<file path="config.mk">
export PLATFORM = sky130hd
export DESIGN_NAME = program_counter_flat
export DESIGN_NICKNAME = d
export VERILOG_FILES = /design/src/rtl/program_counter_if.sv /design/src/rtl/program_counter.sv /design/src/flat_wrapper.sv
export SDC_FILE = /design/constraint.sdc
export NUM_CORES = 1
export LEC_CHECK = 0
export CORE_MARGIN = 8
export CORE_UTILIZATION = 52
export DETAILED_ROUTE_END_ITERATION = 8
export PLACE_DENSITY = 0.86
export SYNTH_ARGS = -nofsm -noshare
export SYNTH_HDL_FRONTEND = slang
export SYNTH_SLANG_ARGS = --single-unit
</file>
<file path="constraint.sdc">
create_clock -name clk -period 5.9 [get_ports clk]
set_input_delay 1.18 -clock clk [delete_from_list [all_inputs] [get_ports clk]]
set_output_delay 1.18 -clock clk [all_outputs]
set_load 0.01 [all_outputs]
</file>
<file path="src/rtl/program_counter_if.sv">
//------------------------------------------------------------------------------
// program_counter_if : control-FSM to program-counter bus.
// Revision: 1.0
//------------------------------------------------------------------------------
`default_nettype none

interface program_counter_if #(
   parameter int unsigned ADDR_W = 16
);
   logic              pc_en;
   logic [1:0]        mode;
   logic [3:0]        cond;
   logic [4:0]        flags;
   logic [7:0]        disp;
   logic [ADDR_W-1:0] target;
   logic              link_en;
   logic [ADDR_W-1:0] pc;
   logic [ADDR_W-1:0] pc_plus1;
   logic [ADDR_W-1:0] link;
   logic              taken;
   logic              fault;

   modport master (
      output pc_en, mode, cond, flags, disp, target, link_en,
      input  pc, pc_plus1, link, taken, fault
   );

   modport slave (
      input  pc_en, mode, cond, flags, disp, target, link_en,
      output pc, pc_plus1, link, taken, fault
   );
endinterface

`default_nettype wire

</file>
<file path="src/rtl/program_counter.sv">
//------------------------------------------------------------------------------
// program_counter : PC stage with CR16 branch conditions and jump-and-link.
// Optional bounds trap enabled by defining PC_BOUNDS_EN.
// Revision: 1.0
//------------------------------------------------------------------------------
`default_nettype none

module program_counter #(
   parameter int unsigned       ADDR_W     = 16,
   parameter logic [ADDR_W-1:0] RESET_ADDR = 16'h0000,
   parameter logic [ADDR_W-1:0] MAX_ADDR   = 16'h03FF,
   parameter logic [ADDR_W-1:0] TRAP_ADDR  = 16'h0000
) (
   input  wire logic            clk,
   input  wire logic            rst_n,
   program_counter_if.slave     bus
);

   localparam logic [1:0] c_MODE_INC  = 2'b00;
   localparam logic [1:0] c_MODE_BR   = 2'b01;
   localparam logic [1:0] c_MODE_JMP  = 2'b10;
   localparam logic [1:0] c_MODE_HOLD = 2'b11;

   logic [ADDR_W-1:0] pc_q,    pc_d;
   logic [ADDR_W-1:0] link_q,  link_d;
   logic              taken_q, taken_d;
   logic [ADDR_W-1:0] pc_inc;
   logic [ADDR_W-1:0] pc_rel;
   logic              cond_true;

   logic flag_c, flag_l, flag_f, flag_z, flag_n;
   assign {flag_c, flag_l, flag_f, flag_z, flag_n} = bus.flags;

   always_comb begin
      cond_true = 1'b0;
      unique case (bus.cond)
         4'b0000: cond_true =  flag_z;
         4'b0001: cond_true = !flag_z;
         4'b0010: cond_true =  flag_c;
         4'b0011: cond_true = !flag_c;
         4'b0100: cond_true =  flag_l;
         4'b0101: cond_true = !flag_l;
         4'b0110: cond_true =  flag_n;
         4'b0111: cond_true = !flag_n;
         4'b1000: cond_true =  flag_f;
         4'b1001: cond_true = !flag_f;
         4'b1010: cond_true = !flag_l && !flag_z;
         4'b1011: cond_true =  flag_l ||  flag_z;
         4'b1100: cond_true = !flag_n && !flag_z;
         4'b1101: cond_true =  flag_n ||  flag_z;
         4'b1110: cond_true = 1'b1;
         4'b1111: cond_true = 1'b0;
         default: cond_true = 1'b0;
      endcase
   end

   assign pc_inc = pc_q + ADDR_W'(1);
   assign pc_rel = pc_q + {{(ADDR_W-8){bus.disp[7]}}, bus.disp};

`ifdef PC_BOUNDS_EN
   logic fault_q, fault_d;
`endif

   always_comb begin
      pc_d    = pc_q;
      link_d  = link_q;
      taken_d = taken_q;
`ifdef PC_BOUNDS_EN
      fault_d = fault_q;
`endif
      if (bus.pc_en) begin
         unique case (bus.mode)
            c_MODE_INC: begin
               pc_d    = pc_inc;
               taken_d = 1'b0;
            end
            c_MODE_BR: begin
               pc_d    = cond_true ? pc_rel : pc_inc;
               taken_d = cond_true;
            end
            c_MODE_JMP: begin
               pc_d    = cond_true ? bus.target : pc_inc;
               taken_d = cond_true;
               if (cond_true && bus.link_en) begin
                  link_d = pc_inc;
               end
            end
            c_MODE_HOLD: begin
               taken_d = 1'b0;
            end
            default: begin
               taken_d = 1'b0;
            end
         endcase
`ifdef PC_BOUNDS_EN
         // Hold never computes a new address, so it cannot trap.
         if (bus.mode != c_MODE_HOLD && pc_d > MAX_ADDR) begin
            pc_d    = TRAP_ADDR;
            taken_d = 1'b1;
            fault_d = 1'b1;
         end
`endif
      end
   end

   always_ff @(posedge clk or negedge rst_n) begin
      if (!rst_n) begin
         pc_q    <= RESET_ADDR;
         link_q  <= '0;
         taken_q <= 1'b0;
      end else begin
         pc_q    <= pc_d;
         link_q  <= link_d;
         taken_q <= taken_d;
      end
   end

`ifdef PC_BOUNDS_EN
   always_ff @(posedge clk or negedge rst_n) begin
      if (!rst_n) begin
         fault_q <= 1'b0;
      end else begin
         fault_q <= fault_d;
      end
   end

   assign bus.fault = fault_q;
`else
   logic unused_bounds;
   assign unused_bounds = ^{MAX_ADDR, TRAP_ADDR};
   assign bus.fault     = 1'b0;
`endif

   assign bus.pc       = pc_q;
   assign bus.pc_plus1 = pc_inc;
   assign bus.link     = link_q;
   assign bus.taken    = taken_q;

endmodule

`default_nettype wire

</file>
<file path="src/flat_wrapper.sv">
// flat-port wrapper written by rule: the top's interface ports become plain ports
module program_counter_flat 
#(
   parameter int unsigned       ADDR_W     = 16,
   parameter logic [ADDR_W-1:0] RESET_ADDR = 16'h0000,
   parameter logic [ADDR_W-1:0] MAX_ADDR   = 16'h03FF,
   parameter logic [ADDR_W-1:0] TRAP_ADDR  = 16'h0000
)
  (clk, rst_n, bus_pc_en, bus_mode, bus_cond, bus_flags, bus_disp, bus_target, bus_link_en, bus_pc, bus_pc_plus1, bus_link, bus_taken, bus_fault);
  program_counter_if #(.ADDR_W(ADDR_W)) bus_i ();
  input  wire logic clk;
  input  wire logic rst_n;
  input wire logic [$bits(bus_i.pc_en)-1:0] bus_pc_en;
  input wire logic [$bits(bus_i.mode)-1:0] bus_mode;
  input wire logic [$bits(bus_i.cond)-1:0] bus_cond;
  input wire logic [$bits(bus_i.flags)-1:0] bus_flags;
  input wire logic [$bits(bus_i.disp)-1:0] bus_disp;
  input wire logic [$bits(bus_i.target)-1:0] bus_target;
  input wire logic [$bits(bus_i.link_en)-1:0] bus_link_en;
  output wire logic [$bits(bus_i.pc)-1:0] bus_pc;
  output wire logic [$bits(bus_i.pc_plus1)-1:0] bus_pc_plus1;
  output wire logic [$bits(bus_i.link)-1:0] bus_link;
  output wire logic [$bits(bus_i.taken)-1:0] bus_taken;
  output wire logic [$bits(bus_i.fault)-1:0] bus_fault;
  assign bus_i.pc_en = bus_pc_en;
  assign bus_i.mode = bus_mode;
  assign bus_i.cond = bus_cond;
  assign bus_i.flags = bus_flags;
  assign bus_i.disp = bus_disp;
  assign bus_i.target = bus_target;
  assign bus_i.link_en = bus_link_en;
  assign bus_pc = bus_i.pc;
  assign bus_pc_plus1 = bus_i.pc_plus1;
  assign bus_link = bus_i.link;
  assign bus_taken = bus_i.taken;
  assign bus_fault = bus_i.fault;
  program_counter #(.ADDR_W(ADDR_W), .RESET_ADDR(RESET_ADDR), .MAX_ADDR(MAX_ADDR), .TRAP_ADDR(TRAP_ADDR)) u_core (.clk(clk), .rst_n(rst_n), .bus(bus_i));
endmodule
</file>
==> results_tabular.tex, run 1 <==
\begin{tabular}{lr}
\hline
Metric & Value \\
\hline
\multicolumn{2}{l}{\textbf{Final layout}} \\
Register Area & 826 um\^{}2 \\
Count of inserted antenna diode cells & 0 \\
Fraction of final layout cells sized beyond drive strength 1 & 10.2\% \\
Post-layout net count & 471 \\
Area of the multi-input gates & 0.00201 mm\^{}2 \\
Filler cell count in the final layout & 434 \\
Non-Filler Cell Area, Final & 0.00395 mm\^{}2 \\
Layout overhead on the synthesized area & 31.9\% \\
\multicolumn{2}{l}{\textbf{Floorplanning}} \\
Initial cell density of the core & 54.0\% \\
IO Count & 89 \\
Die area & 0.00844 mm\^{}2 \\
Area of the placeable core & 0.00554 mm\^{}2 \\
Width of the die & 91.9 um \\
Die outline height & 91.9 um \\
Number of core rows & 27 \\
\multicolumn{2}{l}{\textbf{Setup path}} \\
Critical path launch point type & register \\
Critical-path top delay cell & clkdlybuf4s50\_1 \\
Minimum setup slack among reg-to-reg paths & 3260 ps \\
Critical Path, Cell by Cell & nand3\_2 -> or2\_1 -> nor4\_4 -> xor2\_1 -> clkdlybuf4s50\_1 \\
Start of the worst register-to-register path & u\_core.bus.pc[0] \\
Depth of the worst register-to-register path & 10 \\
Critical path endpoint category & output pin \\
Cell family with the largest share of critical-path delay & simple AND/OR/NAND/NOR gates \\
Highest net fanout along the worst path & 7 \\
RR Endpoint & u\_core.bus.pc[14] \\
Worst endpoint required time & 4720 ps \\
Worst Path Arrival & 2720 ps \\
Stage delay of the slowest cell on the critical path & 620 ps \\
Type of the worst setup path & register to output pin \\
Buffering stage count on the worst path with inverters included & 1 \\
\multicolumn{2}{l}{\textbf{Clock tree}} \\
Clock tree from TritonCTS & yes \\
Total CTS buffers & 5 \\
Maximum level of the CTS H-tree & 2 \\
\# clock sinks & 33 \\
Maximum buffer depth of the clock tree & 2 \\
Clk Latency, worst-skew pair & 290 ps \\
Count of cells resized by post-cts repair & 0 \\
Root Buffer & clkbuf\_8 \\
Buffer count from post-CTS setup fixing & 0 \\
Hold-fix buffers, CTS & 0 \\
Clock transition at the register clock pins on the worst setup and hold paths after CTS & 70 ps \\
\multicolumn{2}{l}{\textbf{Power}} \\
Power density relative to cell area & 380 mW/mm\^{}2 \\
Leakage power figure & 1.63 nW \\
Largest voltage drop on the vdd net & 218 uV \\
\multicolumn{2}{l}{\textbf{Detailed routing}} \\
Vias & 2930 \\
Initial DRC Count & 255 \\
Via density per instance & 6.04 \\
Total DRC errors in the routed layout & 0 \\
Antenna viol nets, final & 0 \\
Post-detailed-routing wire length & 8690 um \\
Average wire per standard cell & 17.9 um \\
DR pass1 iterations & 4 \\
\multicolumn{2}{l}{\textbf{Logic synthesis}} \\
Top-area cell type share of the netlist area & 27.6\% \\
Most instantiated library cell after synthesis & dfrtp\_1 \\
Synthesized instance count & 334 \\
Biggest area consumer among synthesized cells & dfrtp\_1 \\
Sequential element share of the synthesized area & 27.6\% \\
Most used flip-flop cell after synthesis & dfrtp\_1 \\
Share of synthesized flip-flops with an asynchronous set or reset & 100\% \\
Synthesized area divided by synthesized cell count & 8.96 um\^{}2 \\
Warnings from Yosys & 0 \\
Cell Area, Synth & 0.00299 mm\^{}2 \\
Leading cell types by count after synthesis & dfrtp\_1, nor2\_1, nand2\_1 \\
Post-synthesis register bit count & 33 \\
Number of flops mapped to enable cells by yosys & 0 \\
Post-Syn Nets & 393 \\
Count of different cell masters after synthesis & 69 \\
Top cells by area in the synthesized netlist & dfrtp\_1, ha\_1, xnor2\_1 \\
\multicolumn{2}{l}{\textbf{Timing}} \\
Final period utilization & 66.2\% \\
Count of final hold-check violations & 0 \\
Final critical-path required period & 3900 ps \\
Number of max-slew violations in the final report & 0 \\
Maximum clock skew at final layout & 7.60 ps \\
Worst-case headroom to the max-slew limit & 46.7\% \\
Max Fclk & 256 MHz \\
Fin Setup TNS & 0 ps \\
Transition time of the tightest slew-check pin & 800 ps \\
Finish-stage setup viols & 0 \\
Unrepaired setup endpoints after global routing & false \\
\multicolumn{2}{l}{\textbf{Global routing}} \\
GR Overflow Total & 0 \\
Number of global-route vias before repair & 2912 \\
Total global-route track usage & 20.8\% \\
First-pass GRT wire length & 14500 um \\
Largest net degree at the start of global routing & 34 \\
Antenna violations before repair & 0 \\
\multicolumn{2}{l}{\textbf{Placement}} \\
Routability congestion estimate & 0.958 \\
I/O Buffers & 87 \\
Final HPWL DP & 7040 um \\
Total placed instance area & 0.00387 mm\^{}2 \\
\multicolumn{2}{l}{\textbf{Status}} \\
Run status & finished, final reports clean \\
\multicolumn{2}{l}{\textbf{Run}} \\
Max\_cap viols & 0 \\
\multicolumn{2}{l}{\textbf{Worst hold path}} \\
Hold path startpoint & u\_core.bus.link[3] \\
Hold Path Sink & u\_core.bus.link[3] \\
Worst Hold Depth & 1 \\
Worst min-delay path class & register to register \\
\hline
\end{tabular}
==> metal layers <==
layer	up-vias	routed length, um	track usage [%]
met4	0	205	8.86
met5	-	0	0
met1	1397	3550	24.6
met2	129	4270	36.1
li1	1387	-	-
met3	17	667	3.67
==> worst max path at each step <==
stage | start | endpoint | slack (ps) | cells after the start
2_1_floorplan | bus_disp[0] | u_core.bus.pc[14] | 2910 | 10
3_3_place_gp | bus_cond[2] | u_core.bus.pc[10] | 2100 | 8
3_5_place_dp | bus_cond[2] | u_core.bus.pc[10] | 2020 | 8
4_1_cts | u_core.bus.pc[2] | bus_pc_plus1[15] | 2020 | 5
5_1_grt | u_core.bus.pc[2] | bus_pc_plus1[15] | 1830 | 5
6_report | u_core.bus.pc[2] | bus_pc_plus1[15] | 2000 | 5
==> sequential cells by signal (all words and copies together), names as in the netlist <==
signal / count
u_core.bus.link: 16
u_core.bus.pc: 16
u_core.bus.taken: 1
==> where the power goes <==
part           leakage, nW  switching [mW]  internal [mW]
combinational         1.18           0.439          0.478
clock               0.0450          0.0833         0.0817
sequential           0.397           0.111          0.310
total                 1.63           0.633          0.870
==> cell type report <==
cell class                      instances  area share [%]
Clock buffer                            6            1.84
Clock inverter                          2           0.253
Inverter                               16            1.52
Multi-Input combinational cell        267            50.8
Sequential cell                        33            20.9
Tap cell                               72            2.28
Timing Repair Buffer                   89            22.4
==> cell usage in the layout, fill, tap and decap left out, types with 3 or more instances in the layout <==
master / netlist / layout
nand4_1: 3 / 3
a22o_1: 4 / 4
nor2b_1: 4 / 4
o221ai_1: 3 / 3
nor3_1: 5 / 5
mux2_2: 10 / 10
xnor2_1: 15 / 15
a221oi_2: 4 / 4
nor2_1: 29 / 29
a22oi_1: 3 / 3
and3_1: 4 / 4
inv_1: 16 / 16
a211oi_1: 3 / 3
o22ai_1: 5 / 5
dfrtp_1: 33 / 33
nand2_1: 27 / 27
o211ai_1: 9 / 9
a21oi_1: 17 / 17
a21o_1: 4 / 4
a31oi_1: 8 / 8
ha_1: 19 / 19
xor2_1: 10 / 10
clkbuf_8: 0 / 5
nor3b_1: 4 / 4
nand3_1: 17 / 17
o21ai_0: 13 / 13
clkdlybuf4s50_1: 0 / 87
mux2_4: 5 / 5
==> through the flow <==
stage                     instances  total power, mW  hold slack [ps]  setup slack (ps)  util, %
after global routing            485             1.61              535              1830     71.3
after detailed placement        477             1.34              499              2020     69.8
after floorplan                 334            0.922              551              2910        -
final                           485             1.50              510              2000     71.3
after global placement          477             1.31              489              2100     69.8
after CTS                       485             1.51              514              2020     71.3
==> kinds of logic after synthesis <==
| family | share of synthesized area [%] |
|---|---|
| xor+xnor | 8.78 |
| flops | 27.6 |
| mux | 7.31 |
| compound gates | 23.5 |
| fa+ha+maj | 8.61 |
| simple gates | 18.6 |
| buf+inv | 5.43 |
| other cells | 0.125 |
Power figures use the tool's default switching activity.
==> run 2: changes to the inputs <==
--- a/config.mk
+++ b/config.mk
@@ -6,9 +6,9 @@
 export NUM_CORES = 1
 export LEC_CHECK = 0
 export CORE_MARGIN = 8
-export CORE_UTILIZATION = 52
+export CORE_UTILIZATION = 44
 export DETAILED_ROUTE_END_ITERATION = 8
-export PLACE_DENSITY = 0.86
+export PLACE_DENSITY = 0.77
 export SYNTH_ARGS = -nofsm -noshare
 export SYNTH_HDL_FRONTEND = slang
 export SYNTH_SLANG_ARGS = --single-unit
==> constraint.sdc (replaced) <==
create_clock -name clk -period 3.5 [get_ports clk]
set_input_delay 0.7 -clock clk [delete_from_list [all_inputs] [get_ports clk]]
set_output_delay 0.7 -clock clk [all_outputs]
set_load 0.01 [all_outputs]
==> run 2 against run 1 <==
  * Register-to-register slack worse by 2500 ps
  * Final cell count is 4.3% higher
  * Sequential cell count stayed put
  * Non-clock buffer count is 13 higher
  * Combinational power is 78% higher
  * Worst hold slack worse by 2.9 ps
  * Global-route usage is 1.8 points lower
  * Die area is 15% higher
  * Sequential power is 60% higher
  * Critical path type unchanged
==> results_tabular.tex, run 2 (synthesized netlist as in run 1, its figures left out) <==
\begin{tabular}{lr}
\hline
Metric & Value \\
\hline
\multicolumn{2}{l}{\textbf{Status}} \\
Run status & finished, final reports clean \\
\multicolumn{2}{l}{\textbf{Clock tree}} \\
Clk Latency, worst-skew pair & 290 ps (about the same) \\
Clock transition at the register clock pins on the worst setup and hold paths after CTS & 70 ps (about the same) \\
Clock tree from TritonCTS & yes \\
\# clock sinks & 33 (unchanged) \\
Maximum buffer depth of the clock tree & 2 (unchanged) \\
Maximum level of the CTS H-tree & 2 (unchanged) \\
Root Buffer & clkbuf\_8 \\
Total CTS buffers & 5 (unchanged) \\
\multicolumn{2}{l}{\textbf{Placement}} \\
I/O Buffers & 87 (unchanged) \\
Total placed instance area & 0.00398 mm\^{}2 (+2.8\%) \\
Final HPWL DP & 7430 um (+5.6\%) \\
Routability congestion estimate & 0.912 (-4.8\%) \\
\multicolumn{2}{l}{\textbf{Global routing}} \\
First-pass GRT wire length & 14900 um (+3.1\%) \\
Antenna violations before repair & 0 (unchanged) \\
Largest net degree at the start of global routing & 34 (unchanged) \\
Total global-route track usage & 19.0\% (-1.8 points) \\
GR Overflow Total & 0 (unchanged) \\
Number of global-route vias before repair & 2919 (+0.24\%) \\
\multicolumn{2}{l}{\textbf{Final layout}} \\
Most frequent cells in the layout & clkdlybuf4s50\_1, dfrtp\_1, nor2\_1 \\
Count of inserted antenna diode cells & 0 (unchanged) \\
Post-layout net count & 484 (+2.8\%) \\
Non-Filler Cell Area, Final & 0.00407 mm\^{}2 (+2.9\%) \\
Most common cell after layout, fill and taps aside & clkdlybuf4s50\_1 \\
Layout overhead on the synthesized area & 35.8\% \\
Fraction of final layout cells sized beyond drive strength 1 & 13.1\% (+3.0 points) \\
\multicolumn{2}{l}{\textbf{Setup path}} \\
Critical Path, Cell by Cell & nand3\_2 -> or2\_1 -> nor4\_4 -> xor2\_2 -> clkdlybuf4s50\_1 \\
Stage delay of the slowest cell on the critical path & 580 ps (-40 ps) \\
Critical path launch point type & register \\
Highest net fanout along the worst path & 8 (+1) \\
CP Launch Point & u\_core.bus.pc[0] \\
Start of the worst register-to-register path & u\_core.bus.pc[0] \\
Critical-path top delay cell & clkdlybuf4s50\_1 \\
Critical path endpoint category & output pin \\
Minimum setup slack among reg-to-reg paths & 750 ps (-2510 ps) \\
Type of the worst setup path & register to output pin \\
Worst Path Arrival & 2580 ps (-140 ps) \\
Buffering stage count on the worst path with inverters included & 1 (unchanged) \\
Cell family with the largest share of critical-path delay & simple AND/OR/NAND/NOR gates \\
Worst endpoint required time & 2800 ps (-1920 ps) \\
\multicolumn{2}{l}{\textbf{Timing}} \\
Worst-case headroom to the max-slew limit & 60.7\% (+14 points) \\
Fin Setup TNS & 0 ps (unchanged) \\
Transition time of the tightest slew-check pin & 589 ps (-211 ps) \\
Maximum clock skew at final layout & 1.82 ps (-5.78 ps) \\
Count of final hold-check violations & 0 (unchanged) \\
Finish-stage setup viols & 0 (unchanged) \\
Unrepaired setup endpoints after global routing & false \\
Final period utilization & 93.7\% \\
Max Fclk & 305 MHz \\
Number of max-slew violations in the final report & 0 (unchanged) \\
Final critical-path required period & 3280 ps \\
\multicolumn{2}{l}{\textbf{Power}} \\
Switching power share of the total & 41.8\% (-0.31 points) \\
Power density relative to cell area & 635 mW/mm\^{}2 (+67\%) \\
NetSw & 1.08 mW (+71\%) \\
Power share of the sequential group & 26.0\% (-2.0 points) \\
Leakage power figure & 1.69 nW (+4.0\%) \\
Largest voltage drop on the vdd net & 185 uV (-15\%) \\
Relative contribution of the clock network to total power & 10.9\% (about the same) \\
Proportion of power drawn by combinational gates & 63.1\% (+2.1 points) \\
P\_int & 1.50 mW (+73\%) \\
\multicolumn{2}{l}{\textbf{Worst hold path}} \\
Hold path startpoint & u\_core.bus.link[5] \\
Worst min-delay path class & register to register \\
\multicolumn{2}{l}{\textbf{Floorplanning}} \\
Die area & 0.00970 mm\^{}2 (+15\%) \\
Number of core rows & 30 (+11\%) \\
Width of the die & 98.5 um (+7.2\%) \\
Die outline height & 98.5 um (+7.2\%) \\
Initial cell density of the core & 44.8\% (-9.2 points) \\
Area of the placeable core & 0.00668 mm\^{}2 (+21\%) \\
IO Count & 89 (unchanged) \\
\multicolumn{2}{l}{\textbf{Detailed routing}} \\
Antenna viol nets, final & 0 (unchanged) \\
Average wire per standard cell & 18.1 um (+1.3\%) \\
Initial DRC Count & 211 (-17\%) \\
DR pass1 iterations & 4 (unchanged) \\
Via density per instance & 5.78 (-4.3\%) \\
Vias & 2926 (-0.14\%) \\
Post-detailed-routing wire length & 9180 um (+5.7\%) \\
Total DRC errors in the routed layout & 0 (unchanged) \\
\multicolumn{2}{l}{\textbf{Run}} \\
Max\_cap viols & 0 (unchanged) \\
\hline
\end{tabular}
==> run 2: cell types whose count changed in the layout (fill, tap and decap cells not counted) <==
cell,delta
buf_4,+13
xor2_1,-1
xor2_2,+1
==> run 2: per-stage QoR <==
step	hold WS [ps]	setup slack [ps]	utilization [%]	std cells	power, mW
6_report	507	219	60.8	506	2.58
5_1_grt	517	53.8	60.8	506	2.77
4_1_cts	510	128	60.7	506	2.59
3_5_place_dp	494	204	59.5	498	2.30
3_3_place_gp	488	273	59.5	498	2.26
2_1_floorplan	404	988	-	334	1.55
==> run 2: path summary, 6_finish.rpt <==
| kind | to | cells after the start |
|---|---|---|
| max | bus_pc_plus1[15] | 5 |
| min | u_core.bus.link[5] | 1 |
| max reg2reg | u_core.bus.pc[12] | 9 |
| min reg2reg | u_core.bus.link[5] | 1 |
| max in group asynchronous | u_core.bus.link[14] | 2 |
| min in group asynchronous | u_core.bus.link[0] | 2 |
==> run 2: final cells by class <==
cell class | count | area (um^2)
fill | 603 | 2620
multi-input combinational | 267 | 2010
timing repair buffer | 102 | 983
sequential | 33 | 826
tap | 80 | 100
clock buffer | 6 | 72.6
inverter | 16 | 60.1
clock inverter | 2 | 10.0
==> run 2: repair_timing <==
action	in CTS	in global routing
hold buffers	0	0
setup buffers	0	0
resized for setup	0	1
endpoints found under the setup margin	0	1
==> run 2: worst register-to-register path: cells and delay by family (launching register included) <==
family | cells | cell delay, ps
fa+ha+maj | 2 | 630
flops | 1 | 520
simple gates | 2 | 380
buf+inv | 1 | 70
compound gates | 4 | 1060
==> run 2: power groups by stage <==
stage | clock [mW] | combinational [mW] | sequential (mW)
final | 0.282 | 1.63 | 0.670
after global routing | 0.305 | 1.77 | 0.692
after CTS | 0.286 | 1.63 | 0.672
after detailed placement | 0 | 1.63 | 0.679
after global placement | 0 | 1.60 | 0.670
after floorplan | 0 | 0.838 | 0.716
==> run 2: per-layer routing <==
| layer | vias to the layer above | routed length [um] | GRT usage (%) |
|---|---|---|---|
| met3 | 18 | 733 | 4.58 |
| met4 | 0 | 203 | 8.03 |
| met1 | 1389 | 3840 | 22.8 |
| met5 | - | 0 | 0 |
| met2 | 114 | 4410 | 31.6 |
| li1 | 1405 | - | - |
==> RTL change (flow settings as in run 1) <==
`ADDR_W` is set to 16 in 3 places; all go to 15.
--- a/src/rtl/program_counter_if.sv
+++ b/src/rtl/program_counter_if.sv
@@ -6,5 +6,5 @@
 
 interface program_counter_if #(
-   parameter int unsigned ADDR_W = 16
+   parameter int unsigned ADDR_W = 15
 );
    logic              pc_en;
--- a/src/rtl/program_counter.sv
+++ b/src/rtl/program_counter.sv
@@ -7,5 +7,5 @@
 
 module program_counter #(
-   parameter int unsigned       ADDR_W     = 16,
+   parameter int unsigned       ADDR_W     = 15,
    parameter logic [ADDR_W-1:0] RESET_ADDR = 16'h0000,
    parameter logic [ADDR_W-1:0] MAX_ADDR   = 16'h03FF,
--- a/src/flat_wrapper.sv
+++ b/src/flat_wrapper.sv
@@ -2,5 +2,5 @@
 module program_counter_flat 
 #(
-   parameter int unsigned       ADDR_W     = 16,
+   parameter int unsigned       ADDR_W     = 15,
    parameter logic [ADDR_W-1:0] RESET_ADDR = 16'h0000,
    parameter logic [ADDR_W-1:0] MAX_ADDR   = 16'h03FF,
Ports: changed (resized bus_link, bus_pc, bus_pc_plus1 and bus_target); port bits go from 89 to 85. The function was not compared with the original's and may differ.
==> RTL change against run 1 <==
Setup slack got worse by 0.12 ns. Total power decreased by 12%. Sequential cell count decreased by 2. Fmax decreased by 3.0%. Combinational power decreased by 21%. Synthesized cell count decreased by 13%. Routed wire length decreased by 8.4%. Synthesized area decreased by 14%. Cell area decreased by 10%. Clock skew decreased by 0.0056 ns. Highest routed layer unchanged.
==> RTL change: results (changes against run 1) <==
- DP Worst Slack: 2.15 ns (+0.134 ns)
- Lkg Pwr: 1.49 nW (-8.1%)
- Worst-path clk slew: 0.07 ns (about the same)
- Post-layout nets: 429 (-8.9%)
- Final wirelength: 7.96 mm (-8.4%)
- Synth cell count leaders: 31 x dfrtp_1, 27 x nor2_1, 20 x o21ai_0
- Slew HR: 0.461 (-0.00565)
- Buffers added on ports: 83 (-4.6%)
- HP Class: reg -> reg
- Syn nets: 349 (-11%)
- Max rail drop VDD: 0.000241 V (+10%)
- N_diodes: 0 (unchanged)
- CTS HTree Levels: 2 (unchanged)
- Placer Congestion: 0.877 (-8.4%)
- Sequential area share after synthesis: 0.302 (+0.0262)
- Vias per Instance: 6.05 (+0.18%)
- DRT iter0 DRCs: 185 (-27%)
- Largest cells by area after synthesis: dfrtp_1 30%, ha_1 8.8%, mux2_2 6.6%, xor2_1 4.8%, nor2_1 3.9%
- Status: finished clean
- Gr usage total: 0.214 (+0.00579)
- DP Wirelength: 6.22 mm (-12%)
- Worst path max stage delay: 0.60 ns (-0.02 ns)
- Drt pass-1 iters: 5 (+1)
- CP max FO: 8 (+1)
- Global-route wire length before repair: 12.8 mm (-12%)
- Placed inst area: 3440 um^2 (-11%)
- Resize count post-CTS: 0 (unchanged)
- Yosys warns: 0 (unchanged)
- Clock skew: 0.00201 ns (-0.00559 ns)
- Largest net degree at the start of global routing: 32 (-5.9%)
- Clock root buffer: clkbuf_8
- Vias in the first global route: 2,604 (-11%)
- Layout cell share with drive strength beyond 1: 0.0885 (-0.0132)
- Distinct cells, synth: 57 (-17%)
- Critical path data arrival time: 2.84 ns (+0.12 ns)
==> RTL change: cell types whose count changed in the layout (fill, tap and decap cells not counted), moves of 4 or more <==
cell,change
a221oi_2,-4
nand2_1,-13
a31oi_1,-4
xnor2_1,-10
mux2_4,-5
xor2_1,+4
nand3_1,-6
a32oi_1,+4
o211ai_1,-5
mux2_2,+5
nand2b_1,+4
clkdlybuf4s50_1,-4
o21ai_0,+7
inv_1,-5
==> RTL change: critical path, delay by kind of cell, from the launching register on <==
family | cells | cell delay (ns)
XOR/XNOR | 1 | 0.27
adder cells (fa/ha/maj) | 1 | 0.34
buffers and inverters | 1 | 0.60
flip-flops | 1 | 0.49
AND/OR/NAND/NOR | 3 | 0.84
==> RTL change: per-layer routing <==
metal  track usage  part of all wire
met1         0.239              0.40
met2         0.375              0.49
met3        0.0652             0.088
met4        0.0751             0.024
met5             0                 0
==> RTL change: logic make-up after synthesis <==
group	after synthesis	share of synthesized area
AOI/OAI and AO/OA	91	0.243
and+or+nand+nor	90	0.176
DFF	31	0.302
buffers and inverters	23	0.0399
adders and majority gates	19	0.0955
xor gates and xnor gates	19	0.0648
muxes	18	0.0774
other	1	0.00146
==> RTL change: layout make-up <==
type	count	area (um^2)
Clock buffer	6	82.6
Clock inverter	2	35.0
Fill cell	383	1200
Inverter	11	41.3
Multi-Input combinational cell	238	1690
Sequential cell	31	776
Tap cell	67	83.8
Timing Repair Buffer	85	846
==> RTL change: per-stage QoR <==
stage,cells,power [W],hold WS [ns]
3_3_place_gp,432,0.00108,0.489
2_1_floorplan,292,0.000748,0.551
5_1_grt,440,0.00139,0.524
6_report,440,0.00132,0.507
4_1_cts,440,0.00132,0.510
3_5_place_dp,432,0.00110,0.496
==> RTL change: path summary, 6_finish.rpt <==
path	from	cells past startpoint	to	slack [ns]
setup / recovery	u_core.bus.pc[0]	6	bus_pc_plus1[12]	1.88
hold / removal	u_core.bus.link[4]	1	u_core.bus.link[4]	0.51
setup reg to reg	u_core.bus.pc[0]	10	u_core.bus.pc[6]	3.22
hold reg to reg	u_core.bus.link[4]	1	u_core.bus.link[4]	0.51
max in group asynchronous	rst_n	2	u_core.bus.link[7]	4.30
min in group asynchronous	rst_n	2	u_core.bus.pc[1]	1.31
==> RTL change: report_power, final <==
group | total [W] | switching [W] | internal, W
clock | 0.000219 | 0.0000823 | 0.000137
sequential | 0.000377 | 0.0000928 | 0.000284
combinational | 0.000722 | 0.000338 | 0.000384
